===== config.mk =====
export PLATFORM = sky130hd
export DESIGN_NAME = mem_wb_stage
export DESIGN_NICKNAME = d
export VERILOG_FILES = /design/src/rtl/mips_pkg.sv /design/src/rtl/load_extend.sv /design/src/rtl/mem_wb_stage.sv
export SDC_FILE = /design/constraint.sdc
export NUM_CORES = 1
export LEC_CHECK = 0
export ABC_AREA = 1
export BUFFER_PORTS_ARGS = -buffer_cell sky130_fd_sc_hd__buf_2
export CAP_MARGIN = 20
export CORE_ASPECT_RATIO = 0.7
export CORE_MARGIN = 2
export CORE_UTILIZATION = 50
export DETAILED_ROUTE_END_ITERATION = 12
export GPL_ROUTABILITY_DRIVEN = 0
export HOLD_SLACK_MARGIN = 0.03
export PLACE_DENSITY = 0.83
export REMOVE_ABC_BUFFERS = 1
export SETUP_SLACK_MARGIN = 0.02
export SYNTH_ARGS = -nofsm -noshare
export SYNTH_HDL_FRONTEND = slang
export SYNTH_SLANG_ARGS = --single-unit

===== constraint.sdc =====
create_clock -name clk -period 3.5 [get_ports clk]
set_input_delay 0.7 -clock clk [delete_from_list [all_inputs] [get_ports clk]]
set_output_delay 0.7 -clock clk [all_outputs]
set_load 0.05 [all_outputs]

===== src/rtl/mips_pkg.sv =====
// Shared definitions for the MIPS core datapath.
// Holds the data-memory access-size encodings and the default widths that
// pipeline stages and helper blocks use for their parameters.
package mips_pkg;

  // Default datapath and register-index widths.
  localparam int DEFAULT_DATA_WIDTH     = 32;
  localparam int DEFAULT_REG_ADDR_WIDTH = 5;
  localparam int DEFAULT_CNT_WIDTH      = 32;

  // Access-size encodings, shared with data_memory.
  typedef enum logic [1:0] {
    MASK_WORD = 2'b00,
    MASK_3B   = 2'b01,
    MASK_HALF = 2'b10,
    MASK_BYTE = 2'b11
  } mask_e;

endpackage


===== src/rtl/load_extend.sv =====
// Sub-word load extension (purely combinational).
// Ports:
//   i_mem_data  - read data from data memory, low bytes valid, upper bytes zero
//   i_mask      - access size (see mips_pkg::mask_e)
//   i_unsigned  - 1: zero-extend (data passes through unchanged), 0: sign-extend
//   o_ext_data  - extended word
// The debug path reuses this block to format memory peeks.
module load_extend
  import mips_pkg::*;
#(
  parameter int DATA_WIDTH = DEFAULT_DATA_WIDTH
) (
  input  logic [DATA_WIDTH-1:0] i_mem_data,
  input  logic [1:0]            i_mask,
  input  logic                  i_unsigned,
  output logic [DATA_WIDTH-1:0] o_ext_data
);

  always_comb begin
    // NOTE: every output of a combinational block gets a default first, so no
    // path through the case/if leaves it unassigned and infers a latch.
    o_ext_data = i_mem_data;
    if (!i_unsigned) begin
      case (i_mask)
        MASK_BYTE: o_ext_data = {{(DATA_WIDTH-8){i_mem_data[7]}},  i_mem_data[7:0]};
        MASK_HALF: o_ext_data = {{(DATA_WIDTH-16){i_mem_data[15]}}, i_mem_data[15:0]};
        MASK_3B:   o_ext_data = {{(DATA_WIDTH-24){i_mem_data[23]}}, i_mem_data[23:0]};
        default:   o_ext_data = i_mem_data;
      endcase
    end
  end

endmodule


===== src/rtl/mem_wb_stage.sv =====
// MEM/WB pipeline stage.
// Registers the write-back value (link address, extended memory data or ALU
// result), drives the register-file write port and the forwarding unit, and
// keeps the retired-instruction counter and the sticky halt flag.
// Ports:
//   clk, rst          - clock, asynchronous active-high reset
//   i_stall, i_flush  - hold all registers / load a bubble (flush wins)
//   i_valid           - incoming slot holds a real instruction
//   i_reg_write, i_mem_to_reg, i_link, i_mask, i_unsigned, i_halt - control
//   i_mem_data, i_alu_result, i_pc_link, i_rd - data and destination
//   o_wb_data, o_wb_rd, o_wb_en - register-file write port
//   o_valid           - stage holds a real instruction
//   o_retired         - committed-instruction count (wraps)
//   o_halted          - sticky, a HALT has committed
// All outputs are registered; latency is one cycle.
module mem_wb_stage
  import mips_pkg::*;
#(
  parameter int DATA_WIDTH     = DEFAULT_DATA_WIDTH,
  parameter int REG_ADDR_WIDTH = DEFAULT_REG_ADDR_WIDTH,
  parameter int CNT_WIDTH      = DEFAULT_CNT_WIDTH
) (
  input  logic                      clk,
  input  logic                      rst,
  input  logic                      i_stall,
  input  logic                      i_flush,
  input  logic                      i_valid,
  input  logic                      i_reg_write,
  input  logic                      i_mem_to_reg,
  input  logic                      i_link,
  input  logic [1:0]                i_mask,
  input  logic                      i_unsigned,
  input  logic                      i_halt,
  input  logic [DATA_WIDTH-1:0]     i_mem_data,
  input  logic [DATA_WIDTH-1:0]     i_alu_result,
  input  logic [DATA_WIDTH-1:0]     i_pc_link,
  input  logic [REG_ADDR_WIDTH-1:0] i_rd,
  output logic [DATA_WIDTH-1:0]     o_wb_data,
  output logic [REG_ADDR_WIDTH-1:0] o_wb_rd,
  output logic                      o_wb_en,
  output logic                      o_valid,
  output logic [CNT_WIDTH-1:0]      o_retired,
  output logic                      o_halted
);

  logic [DATA_WIDTH-1:0] ext_data;
  logic [DATA_WIDTH-1:0] sel_data;
  logic                  acc;

  // Extension only matters when memory data is the selected source, so the
  // i_mem_to_reg qualifier is handled by the source select below.
  load_extend #(
    .DATA_WIDTH (DATA_WIDTH)
  ) u_load_extend (
    .i_mem_data (i_mem_data),
    .i_mask     (i_mask),
    .i_unsigned (i_unsigned),
    .o_ext_data (ext_data)
  );

  // Once halted, every incoming instruction becomes a bubble.
  assign acc = i_valid & ~i_flush & ~o_halted;

  always_comb begin
    sel_data = i_alu_result;
    if (i_link) begin
      sel_data = i_pc_link;
    end else if (i_mem_to_reg) begin
      sel_data = ext_data;
    end
  end

  // NOTE: state registers use non-blocking assignments so every flop samples
  // the pre-edge values; reset is in the sensitivity list so it acts at once.
  always_ff @(posedge clk or posedge rst) begin
    if (rst) begin
      o_wb_data <= '0;
      o_wb_rd   <= '0;
      o_wb_en   <= 1'b0;
      o_valid   <= 1'b0;
      o_retired <= '0;
      o_halted  <= 1'b0;
    end else if (i_flush) begin
      o_wb_data <= '0;
      o_wb_rd   <= '0;
      o_wb_en   <= 1'b0;
      o_valid   <= 1'b0;
    end else if (!i_stall) begin
      o_wb_data <= sel_data;
      o_wb_rd   <= i_rd;
      // r0 is hard-wired zero: never enable a write to it.
      o_wb_en   <= acc & i_reg_write & (i_rd != '0);
      o_valid   <= acc;
      if (acc) begin
        o_retired <= o_retired + CNT_WIDTH'(1);
      end
      if (acc & i_halt) begin
        o_halted <= 1'b1;
      end
    end
  end

endmodule


# Yosys cells after proc, flatten, opt, wreduce, memory -nomap -nowiden
# Cells that the tools add are included.
[word_totals]
regBits = 72
in_bits = 113
out_inout_bits = 72
wordCells = 34
[classes]
n_addsub = 1
n_eq_ne = 4
muxes = 12
n_bitwise = 8
reduce_logical = 3
[ops]
columns = ["op", "count"]
rows = [
  ["$mux W32", 5],
  ["$pmux W32 S3", 1],
  ["$add A32 B1 Y32 const B", 1],
  ["$mux W5", 2],
  ["$reduce_and A3 Y1", 2],
  ["$and A1 B1 Y1", 5],
  ["$reduce_bool A5 Y1", 1],
  ["$eq A2 B2 Y1 const B", 2],
  ["$mux W1", 4],
  ["$not A1 Y1", 3],
  ["$eq A2 B1 Y1 const B", 1],
  ["$ne A2 B1 Y1 const B", 1],
]

# Logic depth before layout (Yosys ltp)
# Gate-level depths: netlist of the first run.
[depth]
depth_word = 7
depth_mapped = 10

# Cells and area by module
# From an unflattened synthesis of the first run, not the netlist that was laid out.
[unflattened]
cells_unflattened = 609
area_unflattened_um2 = 4551.9
[modules_own_cells]
columns = ["module", "n_inst", "cells_per_inst", "area_each_um2"]
rows = [
  ["mem_wb_stage", 1, 534, 4174.0],
  ["load_extend", 1, 75, 377.9],
]

# Worst setup path after synthesis of the first run
# Ideal clock, no wire load.
[synth_timing]
kind = "flip-flop to flip-flop"
startpoint = "register o_retired[1]"
endpoint = "register o_retired[22]"
setup_time_ns = 0.120
arrival_ns = 1.633
slack_ns = 1.748
path_stages_with_launch = 11
n_path_buf = 0
period_less_slack_ns = 1.752
cell_sequence = "dfrtp_1 -> ha_1 -> inv_1 -> nor2_1 -> nand2_1 -> nor2_1 -> nand2_2 -> nor2_2 -> nand2_1 -> nand2_1 -> nand2_1"
[synth_via]
elab_chain_len = 1
[synth_rtl]
columns = ["item", "line_no", "text"]
rows = [
  ["start, declared", "mem_wb_stage.sv:42", "output logic [CNT_WIDTH-1:0] o_retired,"],
  ["start signal, assigned", "mem_wb_stage.sv:95", "o_retired <= o_retired + CNT_WIDTH'(1);"],
  ["$add A32 B1 Y32", "mem_wb_stage.sv:95", ""],
]
# No other way between the ends.
# A chain may end at the register's enable or synchronous reset.

# Final worst setup path of the first run
[layout_timing]
startpoint = "input i_flush"
endpoint = "register o_retired[15]"
[layout_via]
elab_chain_len = 4
[layout_rtl]
columns = ["item", "line_no", "text"]
rows = [
  ["start, declared", "mem_wb_stage.sv:26", "input logic i_flush,"],
  ["$not A1 Y1 (no source line) *", "n/a", ""],
  ["$and A1 B1 Y1 (2 in series)", "mem_wb_stage.sv:62", "assign acc = i_valid & ~i_flush & ~o_halted;"],
  ["$reduce_and A3 Y1 (no source line) *", "n/a", ""],
]
# Every way passes the cells marked *; elsewhere a longest branch is shown, timed or not.

==> qor.csv, run 1 <==
metric,value,unit
ios,185,
synth_area_leader_cell,dfrtp_1,
clkLatencyLatePin,330,ps
std_cell_rows,28,
worst-path-stages,10,
cp_data_required_time,3720,ps
synth_top_area_share,41.2,%
wl_met2,5780,um
clkSinkCount,72,
wl_per_cell,13.3,um
synthFlopType,dfrtp_1,
synth_area,0.00437,mm2
worst_pin_slew,679,ps
yosys.cell_count.top_type,nand2_1,
cts_hold_buf,0,
post-cts-setup-buffer-count,0,
yosys_warnings,0,
n_fill_cell,754,
status,"complete, no violations",
cpMostUsedCell,nand2_1,
synth-edff-count,0,
grt_antenna_before_repair,0,
cts_made_buffers,9,
wl_met1,5690,um
final.min_clock_period,2370,ps
cts_tree,built,
async_flop_share,100,%
critPathTopFamily,simple AND/OR/NAND/NOR gates,
path_buf_inv,3,
core_area,0.00848,mm2
grt_pass1_vias,4225,
setup_slack,1130,ps
critPathArrivalTime,2590,ps
hold_viol_final,0,
clkTransAtPathRegs,60,ps
seqCellArea,0.00180,mm2
first_pass_iters,7,
worstPathCellList,buf_2 > nor2_2 > buf_4 > inv_1 > nor2_2 > nand2_4 > nor2_4 > nand2_1 > nand2_1 > nand2_1,
reg2reg_to,o_retired[15]$_DFFE_PP0P_,
grtUsageTotal,27.0,%
wirelength,12700,um
rr_worst_depth,8,
avgViaCountPerCell,4.97,
dr.max_layer_used,met4,
ys_seq_area_share,41.2,%
drive_gt1_share,27.2,%
synthDistinctLibCells,31,
initial_core_util,51.6,%
synthCells,648,
cp_max_fo,20,
regToRegStartpoint,o_halted$_DFFE_PP0P_,
worstSetupEndpointType,flop,
power.density,394,mW/mm2
synth.area.top_cells,"dfrtp_1, nand2_1, nor2_1, inv_1, nand3b_1",
cts-root-buf,clkbuf_16,
h-tree-depth,3,
drv_cap,0,
die_width,116,um
wl_met3,924,um
maxSlewViolCount,0,
port_buffers,184,
maxClockFrequency,422,MHz
grt-ovfl-total,0,
finalCritPeriodShare,67.7,%
p_leak,3.28,nW
antenna_left,0,
dr.first_iter.drc_count,359,
skew,5.42,ps
area_growth,30.5,%
rsz0062_at_grt,false,
synthTopCellsByCount,"nand2_1, nor2_1, dfrtp_1",
nets,940,
multiInputGateArea,0.00230,mm2
ff2ff_setup_slack,1800,ps
slowest_stage,nor2_2,
avgSynthCellArea,6.75,um2
cpPeakStageDelay,580,ps
timing.slew.headroom,54.7,%
grt_max_degree,41,
diodes,0,
grt_pass1_wl,19900,um
dieArea,0.00952,mm2
drcViolationCount,0,
holdWs,333,ps
vdd_ir_drop_max,0.000237,V
hpwl,9640,um
setup_viol,0,
synth-seq-cells,72,
cp-start-kind,input pin,
die_h,82.2,um
dp_slack,794,ps
crit_type,input pin to flop,
vias,4723,
cts_buffer_depth,2,
hold_class,input pin to asynchronous set/reset pin,
setup_tns,0,ps
cts-resized-gates,0,
-- stage by stage --
stage,power [mW],instance area [um2],util [%],std cells
2_1_floorplan,1.12,4270,-,626
3_3_place_gp,1.27,5380,63.5,935
3_5_place_dp,1.27,5380,63.5,935
4_1_cts,2.27,5700,67.3,951
5_1_grt,2.34,5700,67.3,951
6_report,2.25,5700,67.3,951
-- power breakdown --
group / switching [mW] / total (mW) / internal (mW)
combinational: 0.264 / 0.382 / 0.118
sequential: 0.0164 / 0.878 / 0.862
clock: 0.360 / 0.988 / 0.628
-- cells by family (layout without fill, tap and decap cells) --
kind of cell,Yosys count,after routing,share of synthesized area (%)
AO/OA/AOI/OAI,40,40,5.81
AND/OR/NAND/NOR,449,449,42.8
flip-flops,72,72,41.2
buffers and inverters,68,251,6.32
XOR/XNOR,18,18,3.61
adder cells (fa/ha/maj),1,1,0.286
-- worst max-delay path by stage --
| stage | from | to |
|---|---|---|
| floorplan | i_flush | o_retired[15]$_DFFE_PP0P_ |
| global placement | i_flush | o_retired[21]$_DFFE_PP0P_ |
| detailed placement | i_flush | o_retired[15]$_DFFE_PP0P_ |
| CTS | i_flush | o_retired[15]$_DFFE_PP0P_ |
| global route | i_flush | o_retired[22]$_DFFE_PP0P_ |
| finish | i_flush | o_retired[15]$_DFFE_PP0P_ |
-- final cells by class --
cell class                 instances  area share [%]
clock buffer                      10            4.01
clock inverter                     6            1.62
tap                              120            2.63
sequential                        72            31.6
multi-input combinational        508            40.3
inverter                          46            3.03
timing repair buffer             189            16.8
-- state kept, by name, indices dropped and copies added (netlist names) --
name / flops
o_halted: 1
o_valid: 1
o_wb_en: 1
o_retired: 32
o_wb_rd: 5
o_wb_data: 32
-- per-layer routing --
layer | vias to the layer above | GRT usage, %
li1 | 2350 | -
met1 | 2152 | 35.9
met2 | 195 | 44.0
met3 | 26 | 6.42
met4 | 0 | 9.29
met5 | - | 0
-- cells in the final DEF, fill, tap and decap left out, types with 2 or more instances in the layout --
master,Yosys,final
clkinvlp_4,0,2
inv_2,1,2
bufinv_16,0,2
inv_1,45,44
o211ai_1,7,7
nand4_1,4,4
xnor2_1,7,7
nor2_4,5,5
nor2_1,131,129
nand3b_1,13,13
nand3_1,16,16
nand2_1,265,265
nor2_2,4,6
nand2_2,4,4
o21ai_1,8,8
o21bai_1,8,8
clkbuf_16,0,9
dfrtp_1,72,72
xor2_1,11,11
o21ai_0,6,6
a22o_1,2,2
buf_4,2,5
nor3_1,3,3
a21oi_1,7,7
buf_2,11,184
Power figures use the tool's default switching activity.
==> run 2: changes to the inputs <==
CORE_UTILIZATION = 44   (was 50)
PLACE_DENSITY = 0.77   (was 0.83)
clock period = 2.13 ns   (was 3.5 ns; I/O delays follow)
==> run 2 against run 1 <==
Worst setup slack worse by 620 ps. Largest power group unchanged. Cell count up 1.5%. Sequential share of layout area down 0.50 points. Worst hold slack worse by 240 ps. Highest routed layer unchanged.
==> qor.csv, run 2 (synthesis gave the netlist of run 1 again) <==
metric,value,unit,change
status,"complete, no violations",,
initial_core_util,45.1,%,-6.4 points
wirelength,12300,um,-3.2%
clkSinkCount,72,,unchanged
layout_common_cells,"nand2_1, buf_2, nor2_1",,
rsz0062_at_grt,false,,
p_leak,3.32,nW,+1.3%
final.min_clock_period,1620,ps,
cts_made_buffers,9,,unchanged
die_width,123,um,+6.4%
setup_slack,514,ps,-618 ps
antenna_left,0,,unchanged
core_area,0.00968,mm2,+14%
std_cell_rows,30,,+7.1%
cp-start-kind,flop,,
fin_area,0.00580,mm2,+1.6%
cp_max_fo,4,,-80%
critPathArrivalTime,1830,ps,-760 ps
port_buffers,184,,unchanged
regToRegStartpoint,o_retired[1]$_DFFE_PP0P_,,
grt_max_degree,46,,+12%
cts-resized-gates,0,,unchanged
grt-ovfl-total,0,,unchanged
area_growth,32.6,%,
hold_class,input pin to asynchronous set/reset pin,,
cts_hold_buf,0,,unchanged
wl_per_cell,12.7,um,-4.6%
nets,946,,+0.64%
cpMostUsedCell,nand2_1,,
rr_worst_depth,10,,+2
holdWs,88.2,ps,-245 ps
path_buf_inv,2,,-1
stdcell_count,965,,+1.5%
die_h,87.4,um,+6.3%
placed_cells,949,,+1.5%
vdd_ir_drop_max,0.000426,V,+80%
worstPathCellList,ha_1 > inv_1 > nor2_1 > nand2_1 > nor2_4 > nand2_2 > inv_1 > nand2_1 > nand2_1 > nand2_1,,
post-cts-setup-buffer-count,0,,unchanged
hpwl,9430,um,-2.2%
vias,4580,,-3.0%
grt_pass1_vias,4131,,-2.2%
drv_cap,0,,unchanged
hold_viol_final,0,,unchanged
placed_area,0.00547,mm2,+1.7%
maxClockFrequency,619,MHz,
cts_tree,built,,
power.density,636,mW/mm2,+61%
worstSetupEndpointType,flop,,
finalCritPeriodShare,75.9,%,
cts_buffer_depth,2,,unchanged
worst_pin_slew,476,ps,-203 ps
setup_viol,0,,unchanged
timing.slew.headroom,68.2,%,+14 points
maxSlewViolCount,0,,unchanged
avgViaCountPerCell,4.75,,-4.4%
first_pass_iters,5,,-2
grt_pass1_wl,19700,um,-1.0%
clkTransAtPathRegs,60,ps,about the same
cts-root-buf,clkbuf_16,,
clkLatencyLatePin,330,ps,about the same
n_fill_cell,916,,+21%
drcViolationCount,0,,unchanged
ios,185,,unchanged
critPathTopFamily,simple AND/OR/NAND/NOR gates,,
grt_antenna_before_repair,0,,unchanged
diodes,0,,unchanged
drive_gt1_share,27.7,%,+0.52 points
ff2ff_setup_slack,510,ps,-1290 ps
crit_type,flop to flop,,
dieArea,0.0108,mm2,+13%
reg2reg_to,o_retired[26]$_DFFE_PP0P_,,
reg_top3,"o_retired (32), o_wb_data (32), o_wb_rd (5)",,
cp_data_required_time,2340,ps,-1380 ps
final_common_cell,nand2_1,,
slowest_stage,dfrtp_1,,
grtUsageTotal,23.4,%,-3.6 points
cpPeakStageDelay,410,ps,-170 ps
skew,9.30,ps,+3.88 ps
dr.first_iter.drc_count,254,,-29%
h-tree-depth,3,,unchanged
dp_slack,248,ps,-546 ps
run 2: final cells by class:
type	count	area [um2]	share of cell area (%)
multi-input cells	508	2300	39.7
flip-flops and latches	72	1800	31.1
repair buffers	195	1040	18.0
clock buffers	10	229	3.95
inverters	46	173	2.98
well taps	128	160	2.76
clock inverters	6	92.6	1.60
run 2: worst reg2reg max path, stage by stage (launching register included):
cell and delay (ps):
dfrtp_1 410, ha_1 170, inv_1 60, nor2_1 140, nand2_1 160, nor2_4 180
nand2_2 110, inv_1 120, nand2_1 60, nand2_1 60, nand2_1 50
run 2: worst max path at each step:
stage | to | start | slack (ps) | cells after the start
after floorplan | o_retired[15]$_DFFE_PP0P_ | i_flush | -410 | 8
after global placement | o_retired[26]$_DFFE_PP0P_ | i_flush | 300 | 9
after detailed placement | o_retired[26]$_DFFE_PP0P_ | i_flush | 250 | 9
after CTS | o_retired[26]$_DFFE_PP0P_ | o_retired[1]$_DFFE_PP0P_ | 520 | 10
after global routing | o_retired[27]$_DFFE_PP0P_ | o_retired[11]$_DFFE_PP0P_ | 380 | 9
final | o_retired[26]$_DFFE_PP0P_ | o_retired[1]$_DFFE_PP0P_ | 510 | 10
run 2: per-layer routing:
layer	part of all wire (%)	track usage, %	vias up
met5	0	0	-
met4	2.4	9.30	0
met3	5.5	4.19	30
met2	42	33.6	134
met1	50	34.6	2051
li1	-	-	2365
run 2: report_power, final:
part	leakage, nW	total [mW]	internal (mW)	switching, mW
Sequential	0.964	1.44	1.42	0.0249
Combinational	2.21	0.637	0.207	0.430
Clock	0.149	1.61	1.03	0.578
run 2: stage by stage:
step           TNS, ps  total power, mW  util (%)
2_1_floorplan   -13190             1.85         -
3_3_place_gp         0             2.10      56.5
3_5_place_dp         0             2.10      56.5
6_report             0             3.69      59.8
5_1_grt              0             3.87      59.8
4_1_cts              0             3.74      59.8
